--- src/rtl/seat_pkg.sv ---
// Shared types and constants for the seat reservation controller.
package seat_pkg;

  typedef logic [10:0] minutes_t;

  localparam minutes_t    MINUTES_PER_DAY_M1 = 11'd1439;
  localparam int unsigned MIN_PER_HOUR       = 60;

  typedef enum logic [1:0] {
    OpReserve = 2'b00,
    OpRelease = 2'b01,
    OpExtend  = 2'b10,
    OpIllegal = 2'b11
  } seat_op_e;

  typedef enum logic [1:0] {
    StatOk       = 2'b00,
    StatBusy     = 2'b01,
    StatNotOwner = 2'b10,
    StatBad      = 2'b11
  } seat_status_e;

  typedef enum logic [1:0] {
    StIdle,
    StExec,
    StClear,
    StScan
  } seat_state_e;

  // Adds a duration to a minute value, pinning the result at the last minute of the day.
  function automatic minutes_t sat_add(minutes_t base, logic [7:0] dur);
    logic [11:0] sum;
    sum = {1'b0, base} + {4'b0000, dur};
    return (sum > {1'b0, MINUTES_PER_DAY_M1}) ? MINUTES_PER_DAY_M1 : sum[10:0];
  endfunction

endpackage

--- src/rtl/tod_to_minutes.sv ---
// Converts a {hour, min} time-of-day word into minutes since midnight.
// Out-of-range hour or minute fields map to the last minute of the day.
module tod_to_minutes
  import seat_pkg::*;
(
  input  logic [10:0] tod,
  output minutes_t    minutes
);

  logic [4:0] hour;
  logic [5:0] mins;

  assign hour = tod[10:6];
  assign mins = tod[5:0];

  always_comb begin
    if (hour > 5'd23 || mins > 6'd59) begin
      minutes = MINUTES_PER_DAY_M1;
    end else begin
      minutes = minutes_t'(hour) * minutes_t'(MIN_PER_HOUR) + minutes_t'(mins);
    end
  end

endmodule

--- src/rtl/seat_reservation_ctrl.sv ---
// Seat reservation controller: reserve/release/extend, per-minute expiry scan, daily clear.
// Define SEAT_EXTEND_EN to enable the extend operation; otherwise extend answers BAD.
module seat_reservation_ctrl
  import seat_pkg::*;
#(
  parameter int unsigned NUM_SEATS = 32,
  parameter int unsigned USER_W    = 8,
  localparam int unsigned SEAT_W   = $clog2(NUM_SEATS)
) (
  input  logic                 clk,
  input  logic                 rst_n,
  input  logic                 rst_timer,
  input  logic [10:0]          time_in,
  input  logic                 req_valid,
  output logic                 req_ready,
  input  logic [1:0]           req_op,
  input  logic [SEAT_W-1:0]    req_seat,
  input  logic [USER_W-1:0]    req_user,
  input  logic [7:0]           req_dur,
  output logic                 rsp_valid,
  output logic [1:0]           rsp_status,
  output logic [NUM_SEATS-1:0] seat_occupied,
  output logic [SEAT_W:0]      free_count
);

  seat_state_e          state_q, state_d;
  logic [NUM_SEATS-1:0] occ_q;
  logic [USER_W-1:0]    owner_q [NUM_SEATS];
  minutes_t             end_q   [NUM_SEATS];
  logic                 rst_timer_q, tick_pend_q, rsp_valid_q;
  logic [5:0]           min_q;
  logic [SEAT_W-1:0]    scan_idx_q;
  minutes_t             scan_now_q, now, new_end;
  logic [SEAT_W:0]      free_cnt_q;
  seat_status_e         rsp_status_q, dec_status;
  logic clr_edge, tick, accept, scan_start, scan_last, scan_hit;
  logic seat_ok, sel_occ, sel_own, dec_set, dec_free, dec_ext;

  tod_to_minutes u_now (
    .tod     (time_in),
    .minutes (now)
  );

  assign clr_edge   = rst_timer & ~rst_timer_q;
  assign tick       = time_in[5:0] != min_q;
  assign scan_last  = scan_idx_q == SEAT_W'(NUM_SEATS - 1);
  assign scan_hit   = (state_q == StScan) && occ_q[scan_idx_q] &&
                      (end_q[scan_idx_q] <= scan_now_q);
  assign scan_start = (state_q == StIdle) && (state_d == StScan);
  assign accept     = req_valid & req_ready;

  always_ff @(posedge clk or negedge rst_n) begin
    if (!rst_n) state_q <= StIdle;
    else        state_q <= state_d;
  end

  always_comb begin
    state_d = state_q;
    if (clr_edge) begin
      state_d = StClear;
    end else begin
      unique case (state_q)
        StIdle: begin
          if (tick || tick_pend_q) state_d = StScan;
          else if (req_valid)      state_d = StExec;
        end
        StExec, StClear: state_d = StIdle;
        StScan:          if (scan_last) state_d = StIdle;
        default:         state_d = StIdle;
      endcase
    end
  end

  // Ready is withheld while a clear or scan is about to take the idle slot.
  always_comb begin
    req_ready = 1'b0;
    if (state_q == StIdle && !clr_edge && !tick && !tick_pend_q) req_ready = rst_n;
  end

  // The request is decoded and applied on the accepting edge; EXEC is the response cycle.
  always_comb begin
    seat_ok    = {1'b0, req_seat} < (SEAT_W + 1)'(NUM_SEATS);
    sel_occ    = seat_ok & occ_q[req_seat];
    sel_own    = owner_q[req_seat] == req_user;
    dec_status = StatBad;
    dec_set    = 1'b0;
    dec_free   = 1'b0;
    dec_ext    = 1'b0;
    new_end    = sat_add(now, req_dur);
    if (seat_ok) begin
      unique case (seat_op_e'(req_op))
        OpReserve: begin
          if (req_dur != 8'd0) begin
            if (sel_occ) begin
              dec_status = StatBusy;
            end else begin
              dec_status = StatOk;
              dec_set    = 1'b1;
            end
          end
        end
        OpRelease: begin
          if (sel_occ) begin
            dec_status = sel_own ? StatOk : StatNotOwner;
            dec_free   = sel_own;
          end
        end
`ifdef SEAT_EXTEND_EN
        OpExtend: begin
          if (req_dur != 8'd0 && sel_occ) begin
            dec_status = sel_own ? StatOk : StatNotOwner;
            dec_ext    = sel_own;
            new_end    = sat_add(end_q[req_seat], req_dur);
          end
        end
`endif
        default: ;
      endcase
    end
  end

  always_ff @(posedge clk or negedge rst_n) begin
    if (!rst_n) begin
      occ_q <= '0;
      for (int i = 0; i < NUM_SEATS; i++) begin
        owner_q[i] <= '0;
        end_q[i]   <= '0;
      end
    end else if (state_q == StClear) begin
      occ_q <= '0;
    end else if (accept) begin
      if (dec_set) begin
        occ_q[req_seat]   <= 1'b1;
        owner_q[req_seat] <= req_user;
      end
      if (dec_free)          occ_q[req_seat] <= 1'b0;
      if (dec_set | dec_ext) end_q[req_seat] <= new_end;
    end else if (scan_hit) begin
      occ_q[scan_idx_q] <= 1'b0;
    end
  end

  always_ff @(posedge clk or negedge rst_n) begin
    if (!rst_n) begin
      rst_timer_q  <= 1'b0;
      min_q        <= '0;
      tick_pend_q  <= 1'b0;
      scan_idx_q   <= '0;
      scan_now_q   <= '0;
      free_cnt_q   <= (SEAT_W + 1)'(NUM_SEATS);
      rsp_valid_q  <= 1'b0;
      rsp_status_q <= StatOk;
    end else begin
      rst_timer_q <= rst_timer;
      min_q       <= time_in[5:0];
      rsp_valid_q <= accept;
      if (accept) rsp_status_q <= dec_status;

      if (clr_edge || scan_start) tick_pend_q <= 1'b0;
      else if (tick)              tick_pend_q <= 1'b1;

      if (scan_start) begin
        scan_idx_q <= '0;
        scan_now_q <= now;
      end else if (state_q == StScan) begin
        scan_idx_q <= scan_idx_q + SEAT_W'(1);
      end

      if (state_q == StClear)                 free_cnt_q <= (SEAT_W + 1)'(NUM_SEATS);
      else if (accept && dec_set)             free_cnt_q <= free_cnt_q - (SEAT_W + 1)'(1);
      else if ((accept && dec_free) || scan_hit) free_cnt_q <= free_cnt_q + (SEAT_W + 1)'(1);
    end
  end

  assign rsp_valid     = rsp_valid_q;
  assign rsp_status    = rsp_status_q;
  assign seat_occupied = occ_q;
  assign free_count    = free_cnt_q;

endmodule

--- config.mk ---
export PLATFORM = sky130hd
export DESIGN_NAME = seat_reservation_ctrl
export DESIGN_NICKNAME = d
export VERILOG_FILES = /design/src/rtl/seat_pkg.sv /design/src/rtl/tod_to_minutes.sv /design/src/rtl/seat_reservation_ctrl.sv
export SDC_FILE = /design/constraint.sdc
export NUM_CORES = 2
export LEC_CHECK = 0
export ABC_AREA = 1
export CAP_MARGIN = 20
export CORE_AREA = 2 2 344 346
export CTS_BUF_LIST = sky130_fd_sc_hd__clkbuf_4 sky130_fd_sc_hd__clkbuf_8
export CTS_CLUSTER_DIAMETER = 40
export CTS_CLUSTER_SIZE = 25
export DETAILED_ROUTE_END_ITERATION = 8
export DIE_AREA = 0 0 346 348
export PLACE_DENSITY = 0.51
export SLEW_MARGIN = 15
export SYNTH_ARGS = -nofsm -noshare
export SYNTH_HDL_FRONTEND = slang
export SYNTH_SLANG_ARGS = --single-unit
--- constraint.sdc ---
create_clock -name clk -period 6.75 [get_ports clk]
set_input_delay 1.6875 -clock clk [delete_from_list [all_inputs] [get_ports clk]]
set_output_delay 1.6875 -clock clk [all_outputs]
set_load 0.01 [all_outputs]
# --- Word-level counts from Yosys, hierarchy flattened ---
# Cells that the tools add are included.
totals:
  word_cells: 189
  ff_bits: 675
classes:
  bitwise_logic: 11
  n_eq_ne: 8
  magnitude_cmp: 11
  mux: 52
  n_reduce_logical: 27
  addsub: 5
  multipliers: 1
op_table:
  columns: ["operator", "n"]
  rows:
  - ["352-bit bitwise mux", 1]
  - ["256-bit bitwise mux", 1]
  - ["32-bit 2-to-1 mux", 7]
  - ["32-bit bitwise AND", 2]
  - ["32-bit inverter", 2]
  - ["11-bit binary-select mux with 5-bit select", 1]
  - ["11-bit demux with 5-bit select", 1]
  - ["11-bit 2-to-1 mux", 5]
  - ["8-bit binary-select mux with 5-bit select", 1]
  - ["8-bit demux with 5-bit select", 1]
  - ["32-bit OR", 1]
  - ["8-bit 2-to-1 mux", 3]
  - ["6-bit 2-to-1 mux", 3]
  - ["2-bit 2-to-1 mux", 7]
  - ["1-bit 2-to-1 mux", 13]
  - ["11-bit by 8-bit adder with 12-bit output", 1]
  - ["6-bit >= comparator (second input constant)", 2]
  - ["12-bit by 11-bit greater-than comparator with 1-bit output (second input constant)", 1]
  - ["5-bit by 6-bit < comparator with 1-bit output (second input constant)", 2]
  - ["5-bit inverter with 6-bit output", 2]
  - ["11-bit by 6-bit adder with 11-bit output", 1]
  - ["11-bit <= comparator", 1]
  - ["1-bit logical AND", 11]
  - ["1-bit binary-select mux with 5-bit select", 2]
  - ["27 further kinds", 43]

# --- Longest topological paths before layout ---
depth:
  ltp_word: 14
  mapped_depth: 28

# --- Hierarchy ---
# Synthesis repeated with hierarchy kept, for this count alone.
hier_totals:
  hier_cells: 4609
  area_unflattened_um2: 34399.2
by_module_without_submodules:
  columns: ["module", "area_each_um2", "n_inst", "seq_area_each_um2", "cells_each"]
  rows:
  - ["seat_reservation_ctrl", 33399.5, 1, 16892.5, 4457]
  - ["tod_to_minutes", 999.7, 1, 0.0, 152]

# --- Worst setup path before layout ---
# Ideal clock, no wire load.
synth_timing:
  path_type: "input -> register"
  start: "input port time_in[6]"
  end: "register end_q[126] in the netlist's numbering"
  path_stages: 25
  t_required_ns: 6.631
  n_path_buf: 2
  arrival_time_ns: 5.746
  path_slack_ns: 0.885
  path_cell_list: "fa_1 fa_1 inv_1 fa_1 inv_1 ha_1 nand2_1 nand2_1 nor2_1 o21ai_0 a21oi_1 ha_1 a21oi_1 a21boi_0 nand2_1 nand2_1 nand2_1 a21oi_1 nand3_1 nand3_1 nand2_2 buf_6 buf_4 nand4_1 nand2_1"
synth_between:
  elab_chain_cells: 7
  word_cells_on_any_way: 9
  classes_between: "2 x add/sub; 1 x mul; 2 x order compare; 3 x mux; 1 x reduce/logical"
synth_lines:
  columns: ["item", "line", "text"]
  rows:
  - ["start: declaration", "seat_reservation_ctrl.sv:13", "input logic [10:0] time_in,"]
  - ["5-bit by 4-bit multiplier with 9-bit output or 5-bit greater-than comparator (tied branches)", "tod_to_minutes.sv:20, tod_to_minutes.sv:17", null]
  - ["11-bit by 6-bit adder with 11-bit output or 1-bit logical OR (tied branches)", "tod_to_minutes.sv:20, tod_to_minutes.sv:17", null]
  - ["11-bit 2-to-1 mux *", "tod_to_minutes.sv:17", "if (hour > 5'd23 || mins > 6'd59) begin"]
  - ["named net now[6]", "seat_reservation_ctrl.sv:33", "minutes_t scan_now_q, now, new_end;"]
  - ["11-bit by 8-bit adder with 12-bit output *", "seat_pkg.sv:33", "sum = {1'b0, base} + {4'b0000, dur};"]
  - ["12-bit by 11-bit greater-than comparator with 1-bit output *", "seat_pkg.sv:34", "return (sum > {1'b0, MINUTES_PER_DAY_M1}) ? MINUTES_PER_DAY_M1 : sum[10:0];"]
  - ["11-bit 2-to-1 mux *", "seat_pkg.sv:34", null]
  - ["352-bit bitwise mux *", "seat_reservation_ctrl.sv:137", "if (dec_set | dec_ext) end_q[req_seat] <= new_end;"]
  - ["end signal: indexed assignment", "seat_reservation_ctrl.sv:137", null]
  - ["end: declaration", "seat_reservation_ctrl.sv:29", "minutes_t end_q [NUM_SEATS];"]
# Mark *: on every way through the listed nets, which the timed path passes. The rest lies on a longest branch.
# A chain may end at the register's enable or synchronous reset.

# --- Worst setup path after layout ---
layout_timing:
  start: "input port time_in[6]"
  end: "register end_q[299] in the netlist's numbering"
# The elaborated chain is that of the path after synthesis.

==> results.cfg <==
[run_status]
status = finished, final reports clean

[pwr]
power.density_cell_area_nw_per_um2 = 330
total_power_w = 0.0132
vdd_drop_max_mv = 0.294
power.static_leakage_nw = 20.2

[final_layout]
fillers = 12500
finish.net_count = 4779
most_common_cell_after_layout_fill_and_taps_aside = sky130_fd_sc_hd__nand2_1
area_occupied_by_multi_input_gates_sq_um = 15600
final_cell_mix = 2086 x sky130_fd_sc_hd__nand2_1, 672 x sky130_fd_sc_hd__dfrtp_1, 540 x sky130_fd_sc_hd__o21ai_0
post_route_cells_drive_above_1_share_pct = 8.94
area.sequential_sq_um = 16900
signed_area_change_from_the_synthesized_netlist_to_the_final_layout_pct = 15.3

[placed_design]
globalplace.congestion = 0.869
detailed_place_hpwl_microns = 78300
port-buffer-count = 79

[routing]
met2RoutedLength_microns = 55700
drt-pass1-iter-count = 5
dr_wl_met3_microns = 8150
totalWireLength_microns = 124000
wl_met1_microns = 56700
detail_route.drc_violations = 0
detail_route.wl_per_cell_microns = 19.7
drtAntennaViolNets = 0
vias = 31500
viasPerCell = 5.00
highest_routing_layer_actually_used = met5
detailedRoute.firstIterationViolations = 3175

[setup_path]
worstPathMaxFanout = 16
timing.reg2reg.worst_path_depth = 19
setup.worst_path.start_class = primary input
arrival_worst_endpoint_ns = 6.67
worstSetupPathType = in -> reg
endpoint_kind_of_the_worst_setup_timing_path = register
delay_of_the_slowest_cell_on_the_worst_path_ns = 0.53
worst_ep_required_time_ns = 7.43
critical_path_s_most_frequent_cell = sky130_fd_sc_hd__nand2_1
critical_path.slowest_cell = sky130_fd_sc_hd__fa_1

[synthesis]
synth_xor_xnor_area_share_pct = 0.202
yosysTopAreaCell = sky130_fd_sc_hd__dfrtp_1
netlist-cell-type-count = 50
largest_family_of_logic_cells_by_synthesized_area = simple AND/OR/NAND/NOR gates
yosysWarnings = 0
synthesis.area_sq_um = 34700
synth_fp_nets = 4761
avg_synthesized_cell_area_sq_um = 7.44
synth_flop_type = sky130_fd_sc_hd__dfrtp_1
synth_simple_gate_area_share_pct = 30.2
synth_area_leaders = sky130_fd_sc_hd__dfrtp_1 49%, sky130_fd_sc_hd__nand2_1 23%, sky130_fd_sc_hd__o21ai_0 7.8%
share_of_the_synthesized_area_in_compound_gates_ao_oa_aoi_oai_pct = 12.2
synth_seq_area_share_pct = 48.7
synthAdderAreaFrac_pct = 2.27
portion_of_synthesized_cell_area_occupied_by_the_leading_cell_type_pct = 48.6
synth_cells = 4666
asyncSetResetFlopFracSynth_pct = 100
ys_seq_elements = 675
count_of_flip_flops_with_a_built_in_enable_after_synthesis = 0
muxShareOfSynthArea_pct = 0

[global_route]
grt.total_usage_pct = 20.5
grt_start_max_net_pins = 150
number_of_global_route_vias_before_repair = 30200
grt_first_pass_wirelength_microns = 191000
grt_overflow_total = 0
initial_antenna_violation_count = 3

[floorplan]
die_extent_in_x_microns = 346
placeableCoreArea_sq_um = 117000
design.portCount = 80
design.die.area_sq_um = 120000
initial_core_util_pct = 29.7
floorplan.die.height_microns = 348
rows = 126

[sta]
hold_ws_ns = 0.474
timing.final.setup_violations = 0
hold_violations = 0
rsz0062_at_grt = no
fmaxAchievable_ghz = 0.167
finalCritPeriodShare_pct = 88.7
slew_headroom_pct = 28.6
transition_time_at_the_pin_with_the_least_slew_margin_ns = 1.07
worst_clock_skew_ns = 0.0663
shortest_clock_period_the_worst_path_allows_after_layout_ns = 5.99
slew_violations = 0

[clock_network]
hold_buffers = 0
worstSkewPairLatency_ns = 0.84
htreeDepth = 3
tritoncts_num_sinks = 675
clk_pin_slew_worst_paths_ns = 0.06
clock_tree.root_cell = sky130_fd_sc_hd__clkbuf_8
postCtsResizedCells = 0
clock_tree_from_tritoncts = done
cts.path.max_buffers = 3
tritoncts.num_buffers = 112
postCtsSetupRepairBufs = 0

[min_path]
hp-class = reg -> reg
min_path_cells = 2

[job]
drv.max_cap_violation_count = 0
## worst max-delay path: cells and delay by family
family          cells  cell delay (ns)
compound gates      6             0.92
fa+ha+maj           5             2.15
buf+inv             6             0.95
simple gates        9             0.94
## kinds of logic (layout without fill, tap and decap cells)
kind of cell | Yosys count | count (layout)
simple gates | 2627 | 2627
compound gates | 793 | 793
flops | 675 | 675
buf+inv | 506 | 614
fa+ha+maj | 57 | 57
xor+xnor | 8 | 8
other cells | 0 | 1
## worst paths after layout
path | startpoint | to | slack, ns
worst max register to register | scan_idx_q[1]$_DFFE_PN0P_ | seat_occupied[31]$_DFFE_PN0P_ | 1.52
worst max-delay path | time_in[6] | end_q[299]$_DFFE_PN0P_ | 0.76
min in group asynchronous | rst_n | end_q[125]$_DFFE_PN0P_ | 0.74
worst min register to register | end_q[199]$_DFFE_PN0P_ | end_q[199]$_DFFE_PN0P_ | 0.47
worst min-delay path | end_q[199]$_DFFE_PN0P_ | end_q[199]$_DFFE_PN0P_ | 0.47
max in group asynchronous | rst_n | owner_q[217]$_DFFE_PN0P_ | 3.86
## layout make-up
class | count | area share [%]
flip-flops and latches | 675 | 42.2
multi-input cells | 3485 | 39.0
repair buffers | 219 | 5.37
clock buffers | 150 | 4.83
well taps | 1536 | 4.80
clock inverters | 54 | 1.95
inverters | 191 | 1.82
diodes | 1 | 0.00625
## routing by layer
metal	GRT usage, %	vias to the layer above
li1	-	15000
met1	28.8	15300
met2	32.2	990
met3	3.49	217
met4	6.64	2
met5	0	-
## cell usage after synthesis, drive strengths merged, types with 4 or more instances
library cell,count
a21oi,99
a221oi,18
a22o,14
buf,164
clkbuf,151
clkinv,9
dfrtp,674
fa,10
ha,47
inv,182
nand2,2098
nand3,121
nand3b,4
nand4,80
nor2,279
nor3,16
nor3b,14
o21ai,569
o22ai,81
or2,8
xor2,7
## where the power goes
part / leakage [nW] / switching, W / internal (W)
logic: 9.55 / 0.00321 / 0.00137
clock network: 1.38 / 0.00192 / 0.00251
registers: 9.29 / 0.0000944 / 0.00412
## sequential cells by signal, summed over array words and instances, names as in the netlist
signal	cells
end_q	352
owner_q	256
seat_occupied	32
scan_now_q	11
free_count	6
min_q	6
scan_idx_q	5
rsp_status	2
state_q	2
rsp_valid	1
rst_timer_q	1
tick_pend_q	1
## stage by stage
stage	instances	area [sq um]	setup slack [ns]	utilization [%]	TNS, ns
floorplan	4666	34700	0.885	-	0
global placement	6105	37300	0.000359	31.9	0
detailed placement	6106	37300	-0.0312	31.9	-0.939
CTS	6310	40000	0.823	34.2	0
global route	6311	40000	0.411	34.2	0
finish	6311	40000	0.761	34.2	0
(Power assumes the default switching activity.)
